$ cat src/rtl/video_timing_if.sv
// Video timing bundle carried from the timing generator to the downstream
// foreground, background and pixel-mixer stages.
//
// Signals:
//   xp         game column 0..255, 0 outside the game area
//   yp         game row 0..239, 0 outside the active lines
//   visible    current clock lies inside the 256x240 game area
//   writable   vertical blank, CPU VRAM writes permitted
//   hsync      VGA horizontal sync, active low
//   vsync      VGA vertical sync, active low
//   vblank_irq one-clock pulse at the start of vertical blank
//
// Modports: master drives the bundle (the timing generator), slave consumes it.
interface video_timing_if;
   logic [7:0] xp;
   logic [7:0] yp;
   logic       visible;
   logic       writable;
   logic       hsync;
   logic       vsync;
   logic       vblank_irq;

   modport master (
      output xp, yp, visible, writable, hsync, vsync, vblank_irq
   );

   modport slave (
      input  xp, yp, visible, writable, hsync, vsync, vblank_irq
   );
endinterface

$ cat src/rtl/video_timing.sv
// Video timing generator for the GPU pipeline.
//
// One clock is two VGA pixels; a frame is H_TOTAL clocks x V_TOTAL lines
// (400 x 525 at the default parameters). A 256-column game area is placed at
// X_OFFSET inside the active part of each line, and each game row is shown on
// two consecutive VGA lines.
//
// Ports:
//   clk  GPU clock
//   rst  synchronous active-high reset, restarts the frame at (0,0)
//   vid  master side of video_timing_if: xp, yp, visible, writable, hsync,
//        vsync, vblank_irq (all registered, all describing the current (h,v))
module video_timing #(
   parameter int H_VISIBLE = 320,
   parameter int H_FRONT   = 8,
   parameter int H_SYNC    = 48,
   parameter int H_BACK    = 24,
   parameter int X_OFFSET  = 32,
   parameter int V_VISIBLE = 480,
   parameter int V_FRONT   = 10,
   parameter int V_SYNC    = 2,
   parameter int V_BACK    = 33
) (
   input  logic           clk,
   input  logic           rst,
   video_timing_if.master vid
);

   localparam int H_TOTAL = H_VISIBLE + H_FRONT + H_SYNC + H_BACK;
   localparam int V_TOTAL = V_VISIBLE + V_FRONT + V_SYNC + V_BACK;
   localparam int HW      = $clog2(H_TOTAL);
   localparam int VW      = $clog2(V_TOTAL);

   // Decode is done on counters widened to 12 bits so that X_OFFSET+256 and
   // every sync boundary can be represented even when the totals use 10 bits.
   localparam int DW = 12;
   localparam logic [DW-1:0] X_START  = DW'(X_OFFSET);
   localparam logic [DW-1:0] X_END    = DW'(X_OFFSET + 256);
   localparam logic [DW-1:0] HS_START = DW'(H_VISIBLE + H_FRONT);
   localparam logic [DW-1:0] HS_END   = DW'(H_VISIBLE + H_FRONT + H_SYNC);
   localparam logic [DW-1:0] V_ACT    = DW'(V_VISIBLE);
   localparam logic [DW-1:0] VS_START = DW'(V_VISIBLE + V_FRONT);
   localparam logic [DW-1:0] VS_END   = DW'(V_VISIBLE + V_FRONT + V_SYNC);

   logic [HW-1:0] h;
   logic [HW-1:0] h_next;
   logic [VW-1:0] v;
   logic [VW-1:0] v_next;
   logic [DW-1:0] hn;
   logic [DW-1:0] vn;
   logic          in_x;
   logic          in_y;

   always_comb begin
      h_next = h + HW'(1);
      v_next = v;
      if (h == HW'(H_TOTAL - 1)) begin
         h_next = '0;
         if (v == VW'(V_TOTAL - 1)) begin
            v_next = '0;
         end else begin
            v_next = v + VW'(1);
         end
      end
   end

   // Outputs are decoded from the next counter values so that, once
   // registered, they line up exactly with the counters they describe.
   assign hn   = DW'(h_next);
   assign vn   = DW'(v_next);
   assign in_x = (hn >= X_START) && (hn < X_END);
   assign in_y = (vn < V_ACT);

   always_ff @(posedge clk) begin
      if (rst) begin
         h              <= '0;
         v              <= '0;
         vid.xp         <= '0;
         vid.yp         <= '0;
         vid.visible    <= 1'b0;
         vid.writable   <= 1'b0;
         vid.hsync      <= 1'b1;
         vid.vsync      <= 1'b1;
         vid.vblank_irq <= 1'b0;
      end else begin
         h              <= h_next;
         v              <= v_next;
         vid.xp         <= in_x ? 8'(hn - X_START) : 8'd0;
         // Dropping bit 0 makes each game row span two VGA lines.
         vid.yp         <= in_y ? vn[8:1] : 8'd0;
         vid.visible    <= in_x && in_y;
         vid.writable   <= !in_y;
         vid.hsync      <= !((hn >= HS_START) && (hn < HS_END));
         vid.vsync      <= !((vn >= VS_START) && (vn < VS_END));
         vid.vblank_irq <= (hn == '0) && (vn == V_ACT);
      end
   end

endmodule

$ cat src/flat_wrapper.sv
// flat-port wrapper written by rule: the top's interface ports become plain ports
module video_timing_flat 
#(
   parameter int H_VISIBLE = 320,
   parameter int H_FRONT   = 8,
   parameter int H_SYNC    = 48,
   parameter int H_BACK    = 24,
   parameter int X_OFFSET  = 32,
   parameter int V_VISIBLE = 480,
   parameter int V_FRONT   = 10,
   parameter int V_SYNC    = 2,
   parameter int V_BACK    = 33
)
  (clk, rst, vid_xp, vid_yp, vid_visible, vid_writable, vid_hsync, vid_vsync, vid_vblank_irq);
  video_timing_if vid_i ();
  input  logic clk;
  input  logic rst;
  output wire logic [$bits(vid_i.xp)-1:0] vid_xp;
  output wire logic [$bits(vid_i.yp)-1:0] vid_yp;
  output wire logic [$bits(vid_i.visible)-1:0] vid_visible;
  output wire logic [$bits(vid_i.writable)-1:0] vid_writable;
  output wire logic [$bits(vid_i.hsync)-1:0] vid_hsync;
  output wire logic [$bits(vid_i.vsync)-1:0] vid_vsync;
  output wire logic [$bits(vid_i.vblank_irq)-1:0] vid_vblank_irq;
  assign vid_xp = vid_i.xp;
  assign vid_yp = vid_i.yp;
  assign vid_visible = vid_i.visible;
  assign vid_writable = vid_i.writable;
  assign vid_hsync = vid_i.hsync;
  assign vid_vsync = vid_i.vsync;
  assign vid_vblank_irq = vid_i.vblank_irq;
  video_timing #(.H_VISIBLE(H_VISIBLE), .H_FRONT(H_FRONT), .H_SYNC(H_SYNC), .H_BACK(H_BACK), .X_OFFSET(X_OFFSET), .V_VISIBLE(V_VISIBLE), .V_FRONT(V_FRONT), .V_SYNC(V_SYNC), .V_BACK(V_BACK)) u_core (.clk(clk), .rst(rst), .vid(vid_i));
endmodule
$ cat config.mk
export PLATFORM = sky130hd
export DESIGN_NAME = video_timing_flat
export DESIGN_NICKNAME = d
export VERILOG_FILES = /design/src/rtl/video_timing_if.sv /design/src/rtl/video_timing.sv /design/src/flat_wrapper.sv
export SDC_FILE = /design/constraint.sdc
export NUM_CORES = 1
export LEC_CHECK = 0
export BUFFER_PORTS_ARGS = -buffer_cell sky130_fd_sc_hd__buf_2
export CAP_MARGIN = 10
export CELL_PAD_IN_SITES_DETAIL_PLACEMENT = 2
export CELL_PAD_IN_SITES_GLOBAL_PLACEMENT = 2
export CORE_ASPECT_RATIO = 1.1
export CORE_MARGIN = 4
export CORE_UTILIZATION = 35
export CTS_CLUSTER_SIZE = 30
export DETAILED_ROUTE_END_ITERATION = 16
export HOLD_SLACK_MARGIN = 0.03
export PLACE_DENSITY_LB_ADDON = 0.15
export SETUP_SLACK_MARGIN = 0.3
export SLEW_MARGIN = 20
export SYNTH_ARGS = -nofsm -noshare
export SYNTH_HDL_FRONTEND = slang
export SYNTH_SLANG_ARGS = --single-unit
$ cat constraint.sdc
create_clock -name clk -period 2.9 [get_ports clk]
set_input_delay 0.87 -clock clk [delete_from_list [all_inputs] [get_ports clk]]
set_output_delay 0.87 -clock clk [all_outputs]
set_load 0.005 [all_outputs]
==> impl_metrics.toml <==
[global_routing]
grt_max_degree = 27
antenna_found_initial = 0
grt_pass1_wl_um = 9540
first_global_vias = 1829
grt_usage_pct = 18.6
grt-ovfl-total = 0

[drt]
drc = 0
vias = 1671
viasPerCell = 5.48
ant_nets = 0
drtPass1Iterations = 4
drt_iter0_drc = 70
wl_per_cell_um = 18.9
routed_wl_um = 5760

[synth]
avgSynthCellArea_um2 = 8.88
yosysTopAreaCellShare_pct = 42.8
netlist_instances = 211
synth.area.top_cells = "dfxtp_1 43%, ha_1 4.0%, nor2_1 3.8%"
synth_ff_type = "dfxtp_1"
synth_edf_count = 0
synth_nets = 219
synth-seq-cells = 40
seq_area_frac_synth_pct = 42.8
postSynth.asyncResetShare_pct = 0
yosysTopAreaCell = "dfxtp_1"
syn_area_mm2 = 0.00187
synth_cell_type_count = 47
yosys_warnings = 0

[critical_path]
path_cells = "or4b_4 > or4_4 > o32ai_2 > o211a_1 > nand3b_1 > or3b_1"
crit_fanout = 6
cp_slowest_stage_delay_ps = 600
crit_buf_inv = 0
startpoint_type = "register"
ff2ff_setup_slack_ps = 350
critPathTopFamily = "simple AND/OR/NAND/NOR gates"
worstSetupPathType = "register to register"
worst_ep_arrival_time_ps = 2730
cpMaxStageDelayCell = "or4b_4"
critPathCaptureType = "register"
required_ps = 3080

[clock_network]
path_clk_slew_ps = 80
ctsHoldBuffers = 0
cts_tree = "yes"
cts_root_buf = "clkbuf_8"
clock-sinks = 40
clk_path_buf_depth = 2
cts_buffers = 5
h-tree-depth = 2
post_cts_buffers = 0
clock_latency_ps = 300

[finish]
fillers = 550
areaGrowthSynthToFinish_pct = 21.2
final_nets = 240
multi_input_comb_area_mm2 = 0.00107
fin_util_pct = 44.5
layout_common_cells = "35 x dfxtp_1, 22 x buf_2, 19 x nor2_1, 11 x nor3_1, 10 x nand2_1"
final_common_cell = "dfxtp_1"
diodes = 0
drive_above_1_share_pct = 24.0
regArea_um2 = 810

[timing]
min_period_over_period_pct = 87.9
period_minus_slack_ps = 2550
worstMarginPinSlew_ps = 633
setup_viol = 0
timing.hold.ws_ps = 559
hold_violations = 0
slew_headroom_pct = 57.2
timing.fmax_ghz = 0.392
rsz0062_at_grt = "false"
final.setup_skew_ps = 7.80
slew_violations = 0
tns_ps = 0

[floorplan]
die_area_mm2 = 0.00659
start_util_pct = 36.7
dieHeight_um = 84.7
rows = 27
dieWidth_um = 77.8
pin_count = 23
coreArea_mm2 = 0.00510

[power]
pwr-share-seq_pct = 51.2
combPwrFrac_pct = 2.8
power.share.clock_pct = 46.0
power_switching_w = 0.000225
power.leakage_nw = 0.876
peakVddDrop_uv = 209
swShare_pct = 20.6
internal_power_w = 0.000867
powerDensity_mw_per_mm2 = 481

[place]
io_buffers = 22
dp_hpwl_um = 4190
gp_congestion = 0.869

[worst_hold_path]
hold_class = "register to register"

[job]
drv_cap = 0

[outcome]
status = "finished, final reports clean"
synthesized netlist by cell type (2+ instances only):
| cell | n |
|---|---|
| or3_1 | 3 |
| inv_1 | 6 |
| nor2_1 | 19 |
| nand4_1 | 7 |
| nand2_1 | 10 |
| a31oi_1 | 2 |
| xnor2_1 | 8 |
| xor2_1 | 6 |
| nand3_1 | 9 |
| clkbuf_1 | 13 |
| nor2b_1 | 7 |
| and4_1 | 2 |
| o211ai_1 | 2 |
| and2_1 | 4 |
| ha_1 | 6 |
| nor3_1 | 11 |
| a21oi_1 | 8 |
| o21ai_0 | 5 |
| dfxtp_1 | 40 |
| nand3b_1 | 3 |
| nor3b_1 | 5 |
| o31ai_1 | 2 |
| a22oi_1 | 2 |
| nor4_1 | 8 |
kinds of logic after synthesis:
kind of cell	after synthesis	share of synthesized area, %
multiplexers	2	1.14
AO/OA/AOI/OAI	30	11.0
adder cells (fa/ha/maj)	6	4.01
XOR/XNOR	14	6.55
AND/OR/NAND/NOR	99	30.5
buffers and inverters	20	4.07
flip-flops	40	42.8
through the flow:
step	std cells	setup slack [ps]	total power (W)	area [µm²]
finish	305	351	0.00109	2270
CTS	305	353	0.00110	2220
global placement	297	182	0.000596	2060
floorplan	211	510	0.000590	1870
global route	305	302	0.00114	2270
detailed placement	297	108	0.000598	2060
worst paths after layout:
| check | start | to | cells after the start |
|---|---|---|---|
| setup reg to reg | u_core.h[6] | u_core.vid.vsync | 6 |
| setup / recovery | u_core.h[6] | u_core.vid.vsync | 6 |
| hold / removal | u_core.v[0] | u_core.v[0] | 2 |
| hold reg to reg | u_core.v[0] | u_core.v[0] | 2 |
tightest hold or removal path: stages (launching register included):
cell and delay [ps]:
dfxtp_1 380, nand2_1 80, a21oi_1 60
registers in the layout (all words and copies together), names as in the netlist:
register	flops
u_core.h	9
u_core.vid.hsync	1
u_core.vid.vblank_irq	1
u_core.vid.yp	8
u_core.vid.visible	1
u_core.vid.writable	1
u_core.vid.vsync	1
u_core.vid.xp	8
u_core.v	10
what timing repair did:
action | CTS | global route
endpoints found under the hold margin | 0 | 0
setup endpoints to repair | 12 | 11
pin swaps | 0 | 1
gates resized for setup | 6 | 11
area by class of cell:
cell class / count / area share, %
Clock buffer: 7 / 4.24
Clock inverter: 1 / 1.32
Inverter: 6 / 0.992
Multi-Input combinational cell: 151 / 47.0
Sequential cell: 40 / 35.7
Tap cell: 72 / 3.97
Timing Repair Buffer: 28 / 6.84
routing by layer:
layer / up-vias / GRT usage [%] / wire length (µm)
li1: 795 / - / -
met1: 821 / 20.8 / 2400
met2: 36 / 33.3 / 2980
met3: 19 / 3.65 / 169
met4: 0 / 8.90 / 210
met5: - / 0 / 0
power groups by stage:
stage / Clock [W] / Sequential, W / Combinational [W]
2_1_floorplan: 0 / 0.000567 / 0.0000230
3_3_place_gp: 0 / 0.000570 / 0.0000264
3_5_place_dp: 0 / 0.000571 / 0.0000274
4_1_cts: 0.000517 / 0.000558 / 0.0000293
5_1_grt: 0.000546 / 0.000560 / 0.0000350
6_report: 0.000502 / 0.000558 / 0.0000310
(Power assumes the default switching activity.)
